### config.mk
export PLATFORM = sky130hd
export DESIGN_NAME = led_blink_driver_flat
export DESIGN_NICKNAME = d
export VERILOG_FILES = /design/src/rtl/led_blink_driver_pkg.sv /design/src/rtl/led_blink_driver_if.sv /design/src/rtl/led_blink_driver_phase_timer.sv /design/src/rtl/led_blink_driver.sv /design/src/flat_wrapper.sv
export SDC_FILE = /design/constraint.sdc
export NUM_CORES = 1
export LEC_CHECK = 0
export ABC_CLOCK_PERIOD_IN_PS = 2150
export BUFFER_PORTS_ARGS = -buffer_cell sky130_fd_sc_hd__buf_2
export CORE_UTILIZATION = 30
export CTS_CLUSTER_DIAMETER = 50
export DETAILED_ROUTE_END_ITERATION = 10
export SYNTH_ARGS = -nofsm -noshare
export SYNTH_HDL_FRONTEND = slang
export SYNTH_SLANG_ARGS = --single-unit
### constraint.sdc
create_clock -name clk -period 2.15 [get_ports clk]
set_input_delay 0.1075 -clock clk [delete_from_list [all_inputs] [get_ports clk]]
set_output_delay 0.1075 -clock clk [all_outputs]
set_load 0.05 [all_outputs]
### src/rtl/led_blink_driver_pkg.sv
// led_blink_driver_pkg: shared FSM state encoding, LED level helper and phase counter sizing
package led_blink_driver_pkg;
  typedef enum logic [1:0] {ST_IDLE = 2'd0, ST_ON = 2'd1, ST_OFF = 2'd2} state_e;
  function automatic logic led_level(input logic lit, input logic active_low);
    return lit ^ active_low;
  endfunction
  function automatic int phase_w(input int on_c, input int off_c);
    return $clog2((on_c > off_c ? on_c : off_c) + 1);
  endfunction
endpackage

### src/rtl/led_blink_driver_if.sv
// led_blink_driver_if: blink request handshake
// req_valid/req_count from the requester (master), req_ready back from the driver (slave)
interface led_blink_driver_if #(parameter int COUNT_W = 4);
  logic req_valid;
  logic req_ready;
  logic [COUNT_W-1:0] req_count;
  modport master (output req_valid, output req_count, input req_ready);
  modport slave (input req_valid, input req_count, output req_ready);
endinterface

### src/rtl/led_blink_driver_phase_timer.sv
// led_blink_driver_phase_timer: loadable down-counter, tc_o high while the count is zero
// clk/rst_n clock and async active-low reset; load_i/load_val_i reload; tc_o terminal count
module led_blink_driver_phase_timer #(parameter int W = 2) (
  input  logic         clk,
  input  logic         rst_n,
  input  logic         load_i,
  input  logic [W-1:0] load_val_i,
  output logic         tc_o
);
  logic [W-1:0] count_q, count_d;
  always_comb count_d = load_i ? load_val_i : (count_q != '0 ? count_q - W'(1) : count_q);
  always_ff @(posedge clk or negedge rst_n)
    if (!rst_n) count_q <= '0;
    else count_q <= count_d;
  assign tc_o = count_q == '0;
endmodule

### src/rtl/led_blink_driver.sv
// led_blink_driver: blinks the LED N times per accepted request, one-cycle done at the end
// clk/rst_n clock and async active-low reset; req handshake (slave); led pin; busy; done pulse
module led_blink_driver import led_blink_driver_pkg::*; #(
  parameter int ON_CYCLES      = 50000000,
  parameter int OFF_CYCLES     = 50000000,
  parameter int COUNT_W        = 4,
  parameter bit LED_ACTIVE_LOW = 1'b0
) (
  input  logic              clk,
  input  logic              rst_n,
  led_blink_driver_if.slave req,
  output logic              led,
  output logic              busy,
  output logic              done
);
  localparam int PW = phase_w(ON_CYCLES, OFF_CYCLES);
  localparam logic [PW-1:0] ON_LD = PW'(ON_CYCLES - 1);
  localparam logic [PW-1:0] OFF_LD = PW'(OFF_CYCLES - 1);
  state_e state_q, state_d;
  logic [COUNT_W-1:0] remaining_q, remaining_d;
  logic done_q, done_d, tc;
  // every state change reloads the timer for the phase being entered; the IDLE reload is harmless
  led_blink_driver_phase_timer #(.W(PW)) u_timer (
    .clk,
    .rst_n,
    .load_i(state_d != state_q),
    .load_val_i(state_d == ST_ON ? ON_LD : OFF_LD),
    .tc_o(tc)
  );
  always_comb begin
    state_d = state_q;
    remaining_d = remaining_q;
    done_d = 1'b0;
    case (state_q)
      ST_IDLE: if (req.req_valid) begin
        if (req.req_count != '0) begin
          state_d = ST_ON;
          remaining_d = req.req_count;
        end else done_d = 1'b1;
      end
      ST_ON: if (tc) begin
        state_d = ST_OFF;
        remaining_d = remaining_q - COUNT_W'(1);
      end
      ST_OFF: if (tc) begin
        state_d = remaining_q != '0 ? ST_ON : ST_IDLE;
        done_d = remaining_q == '0;
      end
      default: state_d = ST_IDLE;
    endcase
  end
  always_ff @(posedge clk or negedge rst_n)
    if (!rst_n) begin
      state_q <= ST_IDLE;
      remaining_q <= '0;
      done_q <= 1'b0;
    end else begin
      state_q <= state_d;
      remaining_q <= remaining_d;
      done_q <= done_d;
    end
  // led decodes state alone, so the async reset of state_q darkens the pin immediately
  assign led = led_level(state_q == ST_ON, LED_ACTIVE_LOW);
  assign busy = state_q != ST_IDLE;
  assign req.req_ready = !busy;
  assign done = done_q;
endmodule

### src/flat_wrapper.sv
// flat-port wrapper written by rule: the top's interface ports become plain ports
module led_blink_driver_flat import led_blink_driver_pkg::*;
#(
  parameter int ON_CYCLES      = 50000000,
  parameter int OFF_CYCLES     = 50000000,
  parameter int COUNT_W        = 4,
  parameter bit LED_ACTIVE_LOW = 1'b0
)
  (clk, rst_n, led, busy, done, req_req_valid, req_req_count, req_req_ready);
  led_blink_driver_if #(.COUNT_W(COUNT_W)) req_i ();
  input  logic clk;
  input  logic rst_n;
  output logic led;
  output logic busy;
  output logic done;
  input wire logic [$bits(req_i.req_valid)-1:0] req_req_valid;
  input wire logic [$bits(req_i.req_count)-1:0] req_req_count;
  output wire logic [$bits(req_i.req_ready)-1:0] req_req_ready;
  assign req_i.req_valid = req_req_valid;
  assign req_i.req_count = req_req_count;
  assign req_req_ready = req_i.req_ready;
  led_blink_driver #(.ON_CYCLES(ON_CYCLES), .OFF_CYCLES(OFF_CYCLES), .COUNT_W(COUNT_W), .LED_ACTIVE_LOW(LED_ACTIVE_LOW)) u_core (.clk(clk), .rst_n(rst_n), .req(req_i), .led(led), .busy(busy), .done(done));
endmodule
==> impl_results.md <==
- Top delay family on crit path: simple AND/OR/NAND/NOR gates
- Syn Area/Cell: 9.84 um2
- Placed insts: 291
- Final Critical Period: 2.02 ns
- Skew-Pair Late Insertion Delay: 0.28 ns
- GRT Total Usage: 0.140
- Combinational power share: 0.232
- Vias/cell: 5.15
- Clock transition at path regs: 0.07 ns
- CP endpoint kind: flop
- Detailed Place HPWL: 2.90 mm
- Num ports: 11
- DRT iter0 DRCs: 127
- Hold path cells: 3
- Worst Tran Pin Value: 0.739 ns
- Routed Antenna Nets: 0
- Ys flop type: dfrtp_1
- Design area: 2260 um2
- Filler cell count: 602
- Die Ht: 81.8 um
- Starting Density: 0.317
- Cell area after synthesis: 1910 um2
- Slew Limit Headroom: 0.507
- Row count: 28
- Yosys warns: 0
- Crit-path max FO: 6
- Inserted Clock Buffers: 5
- Register area: 826 um2
- Final Cycle Share: 0.940
- Synthesized Nets: 204
- Final Max Slew Viols: 0
- Async S/R FF share, synth: 1.00
- Core footprint: 6030 um2
- Detailed-router iteration count before antenna repair: 4
- Initial antenna violation count: 0
- RSZ-0062 raised after global routing: no
- Outcome: completed
- CTS tree: built
- FF-to-FF path depth: 5
- Final hold vios: 0
- Worst slack at placement: 0.139 ns
- Synth Register Bits: 33
- Max_cap viols: 0
- Sw Pwr: 0.511 mW
- Fraction of layout cells with a size suffix above 1: 0.227
- Slowest cell on the critical path: or4_1
- Crit path cell chain: or4_1, nor3_4, nand3_1, or4_1, nand3_1
- Worst endpoint required time: 2.37 ns
- DR DRC count: 0
- PD cells: 706 nW/um2
- Cells after Synth: 194
- Final setup margin: 0.129 ns
- DR vias: 1545
- Seq/Total Area, Yosys: 0.433
- Tot Pwr: 1.60 mW
- Routed WL: 4.04 mm
- ANT cells: 0
- Root Driver: clkbuf_8
- Wire per inst: 13.5 um
- CP Launch Type: flop
- Clock Power Share: 0.278
- Maximum clock frequency: 495 MHz
- Switching share of power: 0.320
- Internal Power: 1.08 mW
- H-tree lvl count: 2
- Post-CTS Setup Repair Bufs: 0
- Area Growth Syn to Fin: 18.5%
- Final setup viols: 0
- Layout Nets: 234
- Leak Pwr: 0.805 nW
- Multi-input logic area: 1050 um2
- Final Non-Filler Cells: 300
- EDFF count, synth: 0
- First-pass GRT wire length: 7.05 mm
- Setup_tns: 0 ns
- Die width: 81.8 um
- CTS Sinks: 33
- Synth cell types: 47
- Largest vdd supply drop: 0.432 mV
- I/O Buffers: 10
- Gpl congestion: 0.790
- Levels on crit path: 5
- GRT overflow: 0
- Worst-case clock buffer depth: 2
- Min-Delay Path Class: in -> reg
- Largest stage delay, worst path: 0.56 ns
- Number of global-route vias before repair: 1467
- Clock Skews: 0.00873 ns
- Die Footprint: 6680 um2
- Share of power burned in registers: 0.490
- Buf/Inv on CP: 0
- Pin count of the biggest net entering global routing: 34
- Placed Area: 2160 um2
- CP arrival: 2.24 ns
- CP Class: reg -> reg
-- cells in the mapped netlist (all sizes together), types with 5 or more instances --
| library cell | n | area [um2] |
|---|---|---|
| nor2 | 25 | 96.4 |
| nand4 | 6 | 50.0 |
| o21ai | 5 | 25.0 |
| xnor2 | 9 | 78.8 |
| or4 | 6 | 52.6 |
| o211ai | 5 | 37.5 |
| nand3 | 10 | 55.1 |
| xor2 | 8 | 70.1 |
| nand2 | 18 | 67.6 |
| nor4 | 7 | 68.8 |
| dfrtp | 33 | 826 |
| nor3 | 13 | 97.6 |
| inv | 7 | 26.3 |
-- worst paths after layout --
check | end | startpoint | slack, ns
min in group asynchronous | u_core.u_timer.count_q[9] | rst_n | 0.42
max reg2reg | u_core.u_timer.count_q[19] | u_core.u_timer.count_q[8] | 0.13
min reg2reg | u_core.u_timer.count_q[25] | u_core.u_timer.count_q[25] | 0.54
max in group asynchronous | u_core.remaining_q[2] | rst_n | 1.25
max | u_core.u_timer.count_q[19] | u_core.u_timer.count_q[8] | 0.13
min | u_core.remaining_q[3] | req_req_count[3] | 0.13
-- registers in the layout, summed over array words and instances, names as in the netlist --
name	cells
u_core.u_timer.count_q	26
u_core.remaining_q	4
u_core.state_q	2
u_core.done	1
-- worst min-delay path: stages --
cell and delay [ns]:
buf_2 0.10, o32ai_1 0.11, nor3_1 0.06
-- power by group through the flow --
stage / logic, mW / registers [mW] / clock network, mW
after floorplan: 0.275 / 0.768 / 0
after CTS: 0.375 / 0.778 / 0.454
final: 0.370 / 0.783 / 0.443
after global placement: 0.364 / 0.789 / 0
after global routing: 0.425 / 0.797 / 0.481
after detailed placement: 0.367 / 0.790 / 0
-- layer usage --
metal,part of all wire,GRT usage,vias up
met4,0.017,0.0579,0
met5,0,0,-
met2,0.45,0.202,24
met1,0.50,0.201,738
met3,0.035,0.0300,6
li1,-,-,777
-- area by class of cell --
cell class / count / share of cell area
Tap cell: 75 / 0.0415
Sequential cell: 33 / 0.365
Timing Repair Buffer: 26 / 0.0819
Multi-Input combinational cell: 151 / 0.464
Clock buffer: 8 / 0.0354
Inverter: 7 / 0.0116
-- repair_timing --
item | CTS | global route
hold buffers | 1 | 0
endpoints found under the hold margin | 33 | 0
endpoints found under the setup margin | 0 | 15
resized for setup | 0 | 2
-- cell usage in the layout (no fill, tap or decap), types with 2 or more instances in the layout --
| cell | instances |
|---|---|
| dfrtp_1 | 33 |
| nor2_1 | 24 |
| nand2_1 | 18 |
| buf_4 | 14 |
| buf_2 | 10 |
| nor3_1 | 9 |
| nand3_1 | 9 |
| xnor2_1 | 9 |
| xor2_1 | 8 |
| inv_1 | 7 |
| o211ai_1 | 5 |
| clkbuf_8 | 5 |
| or4_1 | 4 |
| o21ai_0 | 4 |
| nand4_1 | 4 |
| nor4_2 | 3 |
| nor4_1 | 3 |
| a21oi_1 | 3 |
| a211oi_1 | 3 |
| or3_1 | 3 |
| nor4b_1 | 3 |
| o31ai_1 | 3 |
| ha_1 | 3 |
| clkbuf_1 | 3 |
| or4_4 | 2 |
| nand2b_1 | 2 |
| nand4_2 | 2 |
| nor3_2 | 2 |
| nor3b_1 | 2 |
| o32ai_1 | 2 |
| nor3_4 | 2 |
-- stage by stage --
stage | hold WS (ns) | utilization
2_1_floorplan | -0.188 | -
3_3_place_gp | 0.220 | 0.358
3_5_place_dp | 0.214 | 0.358
4_1_cts | 0.127 | 0.373
5_1_grt | 0.157 | 0.375
6_report | 0.129 | 0.375
-- cell families after synthesis --
kind of cell / after synthesis / synth area share
XOR/XNOR: 17 / 0.0780
flip-flops: 33 / 0.433
AND/OR/NAND/NOR: 102 / 0.325
buffers and inverters: 10 / 0.0243
adder cells (fa/ha/maj): 3 / 0.0197
AO/OA/AOI/OAI: 29 / 0.120
Power figures use the tool's default switching activity.
